==> src/rtl/data_mem_arbiter.sv <==
// Round-robin arbiter and access sequencer that lets two requesters share the
// single-port data memory. Each access runs IDLE -> ACCESS -> [READ_WAIT] -> RESP.
module data_mem_arbiter #(
  parameter  int DATA_WIDTH  = 8,
  parameter  int MEMORY_SIZE = 64,
  localparam int ADDR_WIDTH  = $clog2(MEMORY_SIZE)
) (
  input  logic                  clk,
  input  logic                  reset,
  input  logic                  req0,
  input  logic                  req1,
  input  logic                  we0,
  input  logic                  we1,
  input  logic [ADDR_WIDTH-1:0] addr0,
  input  logic [ADDR_WIDTH-1:0] addr1,
  input  logic [DATA_WIDTH-1:0] wdata0,
  input  logic [DATA_WIDTH-1:0] wdata1,
  output logic                  ack0,
  output logic                  ack1,
  output logic [DATA_WIDTH-1:0] rdata0,
  output logic [DATA_WIDTH-1:0] rdata1,
  output logic [ADDR_WIDTH-1:0] mem_addr,
  output logic [DATA_WIDTH-1:0] mem_wdata,
  output logic                  mem_we,
  input  logic [DATA_WIDTH-1:0] mem_rdata,
  output logic                  busy
);

  typedef enum logic [1:0] {
    IDLE      = 2'd0,
    ACCESS    = 2'd1,
    READ_WAIT = 2'd2,
    RESP      = 2'd3
  } state_t;

  state_t                state_q,  state_d;
  logic                  gnt_q,    gnt_d;
  logic                  last_q,   last_d;
  logic                  we_q,     we_d;
  logic [ADDR_WIDTH-1:0] addr_q,   addr_d;
  logic [DATA_WIDTH-1:0] wdata_q,  wdata_d;
  logic [DATA_WIDTH-1:0] rdata0_q, rdata0_d;
  logic [DATA_WIDTH-1:0] rdata1_q, rdata1_d;

  always_ff @(posedge clk or posedge reset) begin
    if (reset) begin
      state_q  <= IDLE;
      gnt_q    <= 1'b0;
      last_q   <= 1'b1;
      we_q     <= 1'b0;
      addr_q   <= '0;
      wdata_q  <= '0;
      rdata0_q <= '0;
      rdata1_q <= '0;
    end else begin
      state_q  <= state_d;
      gnt_q    <= gnt_d;
      last_q   <= last_d;
      we_q     <= we_d;
      addr_q   <= addr_d;
      wdata_q  <= wdata_d;
      rdata0_q <= rdata0_d;
      rdata1_q <= rdata1_d;
    end
  end

  always_comb begin
    state_d  = state_q;
    gnt_d    = gnt_q;
    last_d   = last_q;
    we_d     = we_q;
    addr_d   = addr_q;
    wdata_d  = wdata_q;
    rdata0_d = rdata0_q;
    rdata1_d = rdata1_q;
    case (state_q)
      IDLE: begin
        if (req0 || req1) begin
          // Under contention the requester not served last wins.
          gnt_d   = (req0 && req1) ? ~last_q : req1;
          last_d  = gnt_d;
          we_d    = gnt_d ? we1    : we0;
          addr_d  = gnt_d ? addr1  : addr0;
          wdata_d = gnt_d ? wdata1 : wdata0;
          state_d = ACCESS;
        end
      end
      ACCESS:    state_d = we_q ? RESP : READ_WAIT;
      READ_WAIT: begin
        if (gnt_q) rdata1_d = mem_rdata;
        else       rdata0_d = mem_rdata;
        state_d = RESP;
      end
      RESP:      state_d = IDLE;
      default:   state_d = IDLE;
    endcase
  end

  // The latched request doubles as the memory port, so it holds between accesses
  // and mem_we is purely state-decoded, dropping the instant reset clears state.
  always_comb begin
    mem_addr  = addr_q;
    mem_wdata = wdata_q;
    mem_we    = (state_q == ACCESS) && we_q;
    ack0      = (state_q == RESP) && !gnt_q;
    ack1      = (state_q == RESP) &&  gnt_q;
    busy      = (state_q != IDLE);
    rdata0    = rdata0_q;
    rdata1    = rdata1_q;
  end

endmodule

==> config.mk <==
export PLATFORM = sky130hd
export DESIGN_NAME = data_mem_arbiter
export DESIGN_NICKNAME = d
export VERILOG_FILES = /design/src/rtl/data_mem_arbiter.sv
export SDC_FILE = /design/constraint.sdc
export NUM_CORES = 1
export LEC_CHECK = 0
export ABC_AREA = 1
export CAP_MARGIN = 20
export CORE_ASPECT_RATIO = 0.5
export CORE_MARGIN = 4
export CORE_UTILIZATION = 42
export CTS_BUF_LIST = sky130_fd_sc_hd__clkbuf_16
export DETAILED_ROUTE_END_ITERATION = 7
export PLACE_DENSITY = 0.8
export SLEW_MARGIN = 20
export SYNTH_ARGS = -nofsm -noshare
export SYNTH_HDL_FRONTEND = slang
export SYNTH_SLANG_ARGS = --single-unit
==> constraint.sdc <==
create_clock -name clk -period 1.6 [get_ports clk]
set_clock_uncertainty 0.05 [all_clocks]
set_input_delay 0.48 -clock clk [delete_from_list [all_inputs] [get_ports clk]]
set_output_delay 0.48 -clock clk [all_outputs]
set_load 0.02 [all_outputs]
==> run_results.csv, run 1 <==
group,metric,value,unit
synth,syn_nets,268,
die,fp.dieW,99.95,um
placement,hpwl,3298,um
sta,hold_viol_final,0,
synth,avgSynthCellArea,7.998,um^2
detailed_routing,wl_per_cell,13.26,um
synth,ys_warn_count,0,
detailed_routing,drc,0,
clocking,cts_tree,"yes",
clocking,cts_root_buf,"clkbuf_16",
layout,syn2layout_area_growth,60.89,%
detailed_routing,firstDrtPassIters,4,
detailed_routing,wirelength,4881,um
global_routing,grt_pass1_wl,7928,um
detailed_routing,vias,1740,
sta,tightestPinTransition,265.0,ps
die,dieHeight,53.98,um
clocking,ctsLongestPathBuffers,2,
outcome,violations,"negative setup slack",
synth,ys_ff_latch,35,
die,core-area,3984,um^2
clocking,cts_sinks,35,
setup_path,arrival,1220,ps
layout,final_area,2856,um^2
clocking,cts_buffers,5,
clocking,clk_pin_slew_worst_paths,50,ps
synth,ys_seq_area_share,49.40,%
sta,setup_viol,4,
placement,dp.cells,355,
placement,gp_congestion,0.8057,
clocking,clk_latency,270,ps
die,start_util,44.57,%
placement,place_ws,-324.6,ps
global_routing,antenna_found_initial,0,
die,num_io_pins,76,
sta,finalSetupTns,-404.3,ps
setup_path,crit_path_max_fanout,4,
die,row_count,16,
layout,final-instance-count-excl-fill,368,
sta,rsz0062_at_grt,"yes",
setup_path,crit_type,"register to primary output",
power,cellPowerDensity,1887,nW/um^2
layout,layout_common_cells,"62 x nand2_1, 41 x clkdlybuf4s50_1, 40 x inv_1",
sta,report.final.slew_viol_count,0,
synth,yosysUniqueCellTypes,17,
job,cap_violations,0,
layout,num_antenna_cells,0,
placement,io_buffers,75,
global_routing,grt_pass1_vias,1728,
detailed_routing,ant_nets,0,
global_routing,grt.total_usage,18.88,%
sta,setup_ws,-148.7,ps
detailed_routing,first_iter_violations,68,
synth,netlist_instances,222,
power,irDropWorstVdd,0.9187,mV
outcome,status,"finished with violations",
layout,layout.cells.most_common,"nand2_1",
global_routing,grt_max_degree,36,
layout,layout.nets,359,
layout,drive_gt1_share,17.83,%
setup_path,critical_path_required,1070,ps
sta,max-slew-margin-rel,82.41,%
setup_path,cp-start-kind,"register",
sta,fin_crit,1749,ps
synth,synth_area,1775,um^2
worst_hold_path,hold_class,"register to register",
setup_path,critPathCaptureType,"primary output",
sta,fmax,0.5718,GHz
global_routing,grt.overflow.total,0,
detailed_routing,vias_per_cell,4.728,
placement,place_area,2661,um^2
clocking,cts_max_level,2,
die,dieArea,5395,um^2
power,power.leakage,1.554,nW
sta,min_period_over_period,109.3,%
final timing paths:
path / from / endpoint / slack, ps / cells past startpoint
min in group asynchronous: reset / mem_wdata[2]$_DFFE_PP0P_ / 500 / 3
setup reg to reg: state_q[1]$_DFFE_PP0P_ / mem_wdata[4]$_DFFE_PP0P_ / 90 / 8
hold reg to reg: rdata0[3]$_DFFE_PP0P_ / rdata0[3]$_DFFE_PP0P_ / 430 / 2
hold / removal: rdata0[3]$_DFFE_PP0P_ / rdata0[3]$_DFFE_PP0P_ / 430 / 2
max in group asynchronous: reset / last_q$_DFFE_PP1P_ / 770 / 3
setup / recovery: state_q[0]$_DFFE_PP0P_ / mem_we / -150 / 5
worst max-delay path, cell delays in order, from the launching register on:
cell     delay, ps
dfrtp_2        450
buf_6          140
ha_4           150
nand2_4         60
inv_2           30
buf_6          120
per-layer routing:
metal  GRT usage [%]  vias to the layer above  part of all wire, %
met5               0                        -                    0
met4           9.297                        0                  3.4
met3           4.657                       16                  5.6
met2           33.89                       67                   53
met1           21.74                      811                   38
li1                -                      846                    -
cells in the mapped netlist:
cell | number | share of area (%)
buf_12 | 1 | 1.1
buf_2 | 3 | 0.85
buf_6 | 3 | 1.9
clkbuf_1 | 1 | 0.21
dfrtp_1 | 34 | 48
dfstp_2 | 1 | 1.5
ha_1 | 4 | 2.8
inv_1 | 45 | 9.5
inv_2 | 1 | 0.21
inv_6 | 1 | 0.49
nand2_1 | 64 | 14
nand2_2 | 11 | 3.9
nand3_1 | 31 | 8.7
nor2_1 | 1 | 0.21
nor2_4 | 1 | 0.63
nor2_8 | 1 | 1.1
o21ai_0 | 19 | 5.4
logic make-up (layout without fill, tap and decap cells):
family,after synthesis,count (layout),synth area share [%]
DFF,35,35,49.40
buffers and inverters,55,147,14.31
AOI/OAI and AO/OA,19,19,5.356
and+or+nand+nor,109,109,28.12
adders and majority gates,4,4,2.819
flip-flops by register name, summed over array words and instances (netlist names):
| signal | flops |
|---|---|
| rdata0 | 8 |
| mem_addr | 6 |
| we_q | 1 |
| rdata1 | 8 |
| gnt_q | 1 |
| mem_wdata | 8 |
| state_q | 2 |
| last_q | 1 |
final cells by class:
class | instances | area (um^2)
multi-input combinational | 132 | 696.9
fill | 285 | 1127
timing repair buffer | 92 | 892.1
inverter | 47 | 181.4
clock inverter | 3 | 15.01
sequential | 35 | 878.3
clock buffer | 5 | 125.1
tap | 54 | 67.56
stage by stage:
stage	power (mW)	util [%]	hold slack (ps)
after global placement	4.385	66.80	409.6
final	5.391	71.70	426.1
after global routing	5.747	71.70	443.4
after floorplan	3.128	-	398.5
after CTS	5.295	71.01	426.2
after detailed placement	4.475	66.80	415.7
power by group:
part           internal, mW  total, mW  switching [mW]
clock network         0.567      0.920           0.352
registers              1.35       1.64           0.294
logic                  1.21       2.83            1.61
timing repair:
item / in CTS / in global routing
pin swaps: 2 / 0
endpoints found under the setup margin: 34 / 19
setup buffers: 3 / 2
hold buffers: 0 / 0
resized for setup: 64 / 5
Note: power is estimated with default switching activity, not from simulation.
==> run 2, diff against run 1 <==
--- a/config.mk
+++ b/config.mk
@@ -11,9 +11,11 @@
 export CORE_MARGIN = 4
 export CORE_UTILIZATION = 42
 export CTS_BUF_LIST = sky130_fd_sc_hd__clkbuf_16
+export CTS_CLUSTER_DIAMETER = 100
 export DETAILED_ROUTE_END_ITERATION = 7
 export PLACE_DENSITY = 0.8
 export SLEW_MARGIN = 20
 export SYNTH_ARGS = -nofsm -noshare
 export SYNTH_HDL_FRONTEND = slang
 export SYNTH_SLANG_ARGS = --single-unit
+export TNS_END_PERCENT = 30
==> run 2 against run 1 <==
The run still ends with negative setup slack left. Worst setup slack improved by 1.2 ps. Wire length is 1.6% lower. Sequential share of layout area is 0.067 points lower. Fmax hardly changed. Hold slack worse by 2.1 ps. Global-route usage fell by 0.32 points. Critical path depth unchanged. Non-clock buffer count is the same. Design area rose by 0.22%. Register-to-register slack got worse by 20 ps. First-iteration DRC count is 25% lower. Largest cell class unchanged.
==> run_results.csv, run 2 (synthesis gave the netlist of run 1 again) <==
group,metric,value,unit
layout,layout_common_cells,"62 x nand2_1, 41 x inv_1, 41 x clkdlybuf4s50_1",
setup_path,crit_start,"state_q[0]$_DFFE_PP0P_",
global_routing,grt.total_usage,18.56,%
worst_hold_path,hold_class,"register to register",
setup_path,worst_r2r_path_depth,8,
job,cap_violations,0,
power,power.leakage,1.556,nW
layout,num_antenna_cells,0,
worst_hold_path,hp-start,"rdata0[7]$_DFFE_PP0P_",
clocking,cts_sinks,35,
placement,gp_congestion,0.8057,
detailed_routing,first_iter_violations,51,
die,dieHeight,53.98,um
sta,hold_slack,424.0,ps
setup_path,r2r-start,"state_q[0]$_DFFE_PP0P_",
die,fp.dieW,99.95,um
placement,dp.cells,355,
placement,io_buffers,75,
power,fin_total_pwr,5.374,mW
clocking,cts_max_level,2,
global_routing,grt_pass1_vias,1709,
clocking,cts_tree,"yes",
global_routing,antenna_found_initial,0,
sta,fin_crit,1748,ps
placement,place_area,2661,um^2
clocking,cts_root_buf,"clkbuf_16",
die,start_util,44.57,%
setup_path,crit_type,"register to primary output",
sta,hold_viol_final,0,
layout,syn2layout_area_growth,61.24,%
clocking,cts_buffers,5,
setup_path,critPathCaptureType,"primary output",
power,cellPowerDensity,1877,nW/um^2
die,core-area,3984,um^2
die,num_io_pins,76,
clocking,clk_latency,270,ps
power,irDropWorstVdd,0.8868,mV
detailed_routing,vias,1700,
sta,setup_viol,4,
layout,layout.cells.most_common,"nand2_1",
outcome,violations,"negative setup slack",
layout,final-instance-count-excl-fill,368,
worst_hold_path,holdPathStages,2,
global_routing,grt.overflow.total,0,
detailed_routing,firstDrtPassIters,4,
die,dieArea,5395,um^2
layout,drive_gt1_share,17.83,%
clocking,clk_pin_slew_worst_paths,50,ps
detailed_routing,drc,0,
setup_path,r2r_slack,70,ps
detailed_routing,ant_nets,0,
detailed_routing,wirelength,4805,um
worst_hold_path,whs_endpoint,"rdata0[7]$_DFFE_PP0P_",
sta,max-slew-margin-rel,82.48,%
placement,place_ws,-324.6,ps
setup_path,crit_path_max_fanout,5,
sta,report.final.slew_viol_count,0,
detailed_routing,vias_per_cell,4.620,
layout,final_area,2863,um^2
global_routing,grt_max_degree,36,
sta,fmax,0.5722,GHz
setup_path,arrival,1220,ps
layout,fillers,287,
layout,layout.nets,359,
sta,min_period_over_period,109.2,%
sta,setup_ws,-147.5,ps
setup_path,cp-start-kind,"register",
detailed_routing,wl_per_cell,13.06,um
die,row_count,16,
sta,tightestPinTransition,263.9,ps
setup_path,r2r_end,"mem_wdata[4]$_DFFE_PP0P_",
placement,hpwl,3298,um
outcome,status,"finished with violations",
sta,rsz0062_at_grt,"yes",
clocking,ctsLongestPathBuffers,2,
setup_path,critical_path_required,1070,ps
global_routing,grt_pass1_wl,7776,um
## run 2: cell counts in the layout (fill, tap and decap cells not counted)
Identical to the previous run, type by type.
## run 2: where the power goes
part | total, mW | leakage (nW) | switching (mW) | internal [mW]
registers | 1.64 | 0.424 | 0.289 | 1.35
logic | 2.81 | 1.06 | 1.60 | 1.21
clock network | 0.921 | 0.0733 | 0.354 | 0.567
## run 2: worst max-delay path by stage
stage	depth (start not counted)	to	slack [ps]
3_5_place_dp	4	busy	-320
2_1_floorplan	8	mem_addr[0]$_DFFE_PP0P_	200
3_3_place_gp	5	mem_we	-240
5_1_grt	5	mem_we	-180
6_report	5	mem_we	-150
4_1_cts	5	mem_we	-150
## run 2: final cells by class
| class | count | area (um^2) | share of cell area (%) |
|---|---|---|---|
| Multi-Input combinational cell | 132 | 699.4 | 24.43 |
| Tap cell | 54 | 67.56 | 2.360 |
| Clock buffer | 5 | 125.1 | 4.371 |
| Clock inverter | 3 | 15.01 | 0.5245 |
| Inverter | 47 | 181.4 | 6.337 |
| Timing Repair Buffer | 92 | 895.9 | 31.29 |
| Sequential cell | 35 | 878.3 | 30.68 |
## run 2: layer usage
metal | vias up | routed length, um | global-route usage, %
met2 | 49 | 2590 | 33.66
met5 | - | 0 | 0
li1 | 848 | - | -
met1 | 793 | 1914 | 21.72
met4 | 0 | 116 | 8.390
met3 | 10 | 184 | 4.010
## run 2: worst max-delay path, cell delays in order (launching register included)
cell and delay (ps):
dfrtp_2 450, buf_6 140, ha_4 150, nand2_4 60, inv_2 30, buf_6 120
## run 2: what timing repair did
item / 4_1_cts / 5_1_grt
pin swaps: 2 / 0
hold buffers: 0 / 0
setup endpoints to repair: 34 / 19
gates cloned: 0 / 0
setup buffers: 3 / 2
resized for setup: 63 / 7
## run 2: stage by stage
step	util [%]	setup TNS, ps
after detailed placement	66.80	-4786
after global placement	66.80	-4084
after global routing	71.86	-565.8
after CTS	70.92	-329.6
final	71.86	-417.4
after floorplan	-	0
==> run 3, diff against run 2 <==
--- a/config.mk
+++ b/config.mk
@@ -6,7 +6,6 @@
 export NUM_CORES = 1
 export LEC_CHECK = 0
 export ABC_AREA = 1
-export CAP_MARGIN = 20
 export CORE_ASPECT_RATIO = 0.5
 export CORE_MARGIN = 4
 export CORE_UTILIZATION = 42
@@ -14,8 +13,7 @@
 export CTS_CLUSTER_DIAMETER = 100
 export DETAILED_ROUTE_END_ITERATION = 7
 export PLACE_DENSITY = 0.8
-export SLEW_MARGIN = 20
 export SYNTH_ARGS = -nofsm -noshare
 export SYNTH_HDL_FRONTEND = slang
 export SYNTH_SLANG_ARGS = --single-unit
-export TNS_END_PERCENT = 30
+export TNS_END_PERCENT = 10
==> run 3 against run 2 <==
First-iteration DRC count rose by 16%. Via count down 0.41%. Combinational power about the same. Sequential power hardly changed. Critical path type unchanged. The flow still finishes with violations (negative setup slack). Total power about the same. Die area unchanged. Wire length grew 3.5%. Clock-buffer cell count did not move.
==> run_results.csv, run 3 (synthesis gave the netlist of run 1 again) <==
group,metric,value,unit
global_routing,grt_pass1_vias,1705,
detailed_routing,first_iter_violations,59,
layout,syn2layout_area_growth,60.46,%
setup_path,crit_type,"register to primary output",
clocking,clk_pin_slew_worst_paths,50,ps
setup_path,cp-start-kind,"register",
sta,tightestPinTransition,242.4,ps
layout,final_core_utilization,71.51,%
die,fp.dieW,99.95,um
layout,fillers,290,
placement,gp_congestion,0.8057,
setup_path,critical_path_required,1070,ps
power,irDropWorstVdd,0.9182,mV
sta,setup_ws,-162.6,ps
sta,max-slew-margin-rel,83.67,%
global_routing,grt.total_usage,18.53,%
detailed_routing,ant_nets,0,
setup_path,crit_path_max_fanout,5,
layout,layout.nets,358,
setup_path,cpMaxStageDelayCell,"dfrtp_2",
placement,hpwl,3298,um
sta,fin_crit,1763,ps
setup_path,arrival,1230,ps
die,num_io_pins,76,
sta,hold_slack,428.0,ps
clocking,cts_root_buf,"clkbuf_16",
layout,final_area,2849,um^2
sta,hold_viol_final,0,
layout,layout.cells.most_common,"nand2_1",
sta,rsz0062_at_grt,"yes",
power,fin_total_pwr,5.374,mW
setup_path,path_cells,"buf_6 -> ha_4 -> nand2_4 -> inv_2 -> buf_6",
clocking,cts_buffers,5,
die,dieHeight,53.98,um
worst_hold_path,hold_class,"register to register",
sta,min_period_over_period,110.2,%
sta,finalSetupTns,-450.7,ps
outcome,status,"finished with violations",
job,cap_violations,0,
die,dieArea,5395,um^2
setup_path,crit_family,"flip-flops",
setup_path,critPathCaptureType,"primary output",
clocking,clk_latency,270,ps
die,core-area,3984,um^2
detailed_routing,vias,1693,
global_routing,grt_max_degree,36,
power,cellPowerDensity,1886,nW/um^2
clocking,ctsLongestPathBuffers,2,
die,start_util,44.57,%
layout,num_antenna_cells,0,
placement,place_area,2661,um^2
die,row_count,16,
outcome,violations,"negative setup slack",
setup_path,critPathMaxStageDelay,460,ps
setup_path,path_buf_inv,3,
placement,io_buffers,75,
clocking,cts_sinks,35,
global_routing,antenna_found_initial,0,
layout,layout_common_cells,"63 x nand2_1, 41 x inv_1, 41 x clkdlybuf4s50_1",
clocking,cts_tree,"yes",
sta,fmax,0.5673,GHz
setup_path,crit_top_cell,"buf_6",
placement,place_ws,-324.6,ps
detailed_routing,vias_per_cell,4.613,
global_routing,grt.overflow.total,0,
detailed_routing,firstDrtPassIters,4,
layout,drive_gt1_share,17.25,%
detailed_routing,drc,0,
global_routing,grt_pass1_wl,7790,um
sta,setup_viol,4,
detailed_routing,wirelength,4973,um
power,power.leakage,1.551,nW
sta,report.final.slew_viol_count,0,
placement,dp.cells,355,
detailed_routing,wl_per_cell,13.55,um
layout,final-instance-count-excl-fill,367,
clocking,cts_max_level,2,
[run 3: cell type report]
| type | instances | area, um^2 | area share, % |
|---|---|---|---|
| timing repair buffer | 91 | 884.6 | 31.05 |
| sequential | 35 | 878.3 | 30.83 |
| multi-input combinational | 132 | 696.9 | 24.46 |
| inverter | 47 | 181.4 | 6.368 |
| clock buffer | 5 | 125.1 | 4.392 |
| tap | 54 | 67.56 | 2.372 |
| clock inverter | 3 | 15.01 | 0.5270 |
[run 3: worst paths after layout]
path	from	end	slack [ps]	cells past startpoint
setup / recovery	state_q[0]$_DFFE_PP0P_	mem_we	-160	5
hold / removal	rdata0[5]$_DFFE_PP0P_	rdata0[5]$_DFFE_PP0P_	430	2
setup reg to reg	state_q[0]$_DFFE_PP0P_	rdata1[3]$_DFFE_PP0P_	60	7
hold reg to reg	rdata0[5]$_DFFE_PP0P_	rdata0[5]$_DFFE_PP0P_	430	2
max in group asynchronous	reset	last_q$_DFFE_PP1P_	760	3
min in group asynchronous	reset	mem_wdata[2]$_DFFE_PP0P_	500	3
[run 3: metal layers]
layer  track usage, %  up-vias  share of wire [%]  wire (um)
met5                0        -                  0          0
met1            21.64      793                 39       1961
met4            7.256        0                1.4         72
met3            4.269        8                4.0        197
li1                 -      846                  -          -
met2            34.00       46                 55       2741
[run 3: timing repair]
action / 4_1_cts / 5_1_grt
hold buffers: 0 / 0
buffers inserted: 3 / 1
gates cloned: 0 / 0
endpoints found under the setup margin: 34 / 19
gates resized for setup: 61 / 7
pin swaps: 2 / 0
[run 3: power by group]
group	switching, mW	internal [mW]
Combinational	1.61	1.19
Sequential	0.295	1.35
Clock	0.357	0.567
Total	2.27	3.11
[run 3: worst min-delay path, cell delays in order (launching register included)]
cell and delay, ps:
dfrtp_1 340, nand2_1 50, o21ai_0 50
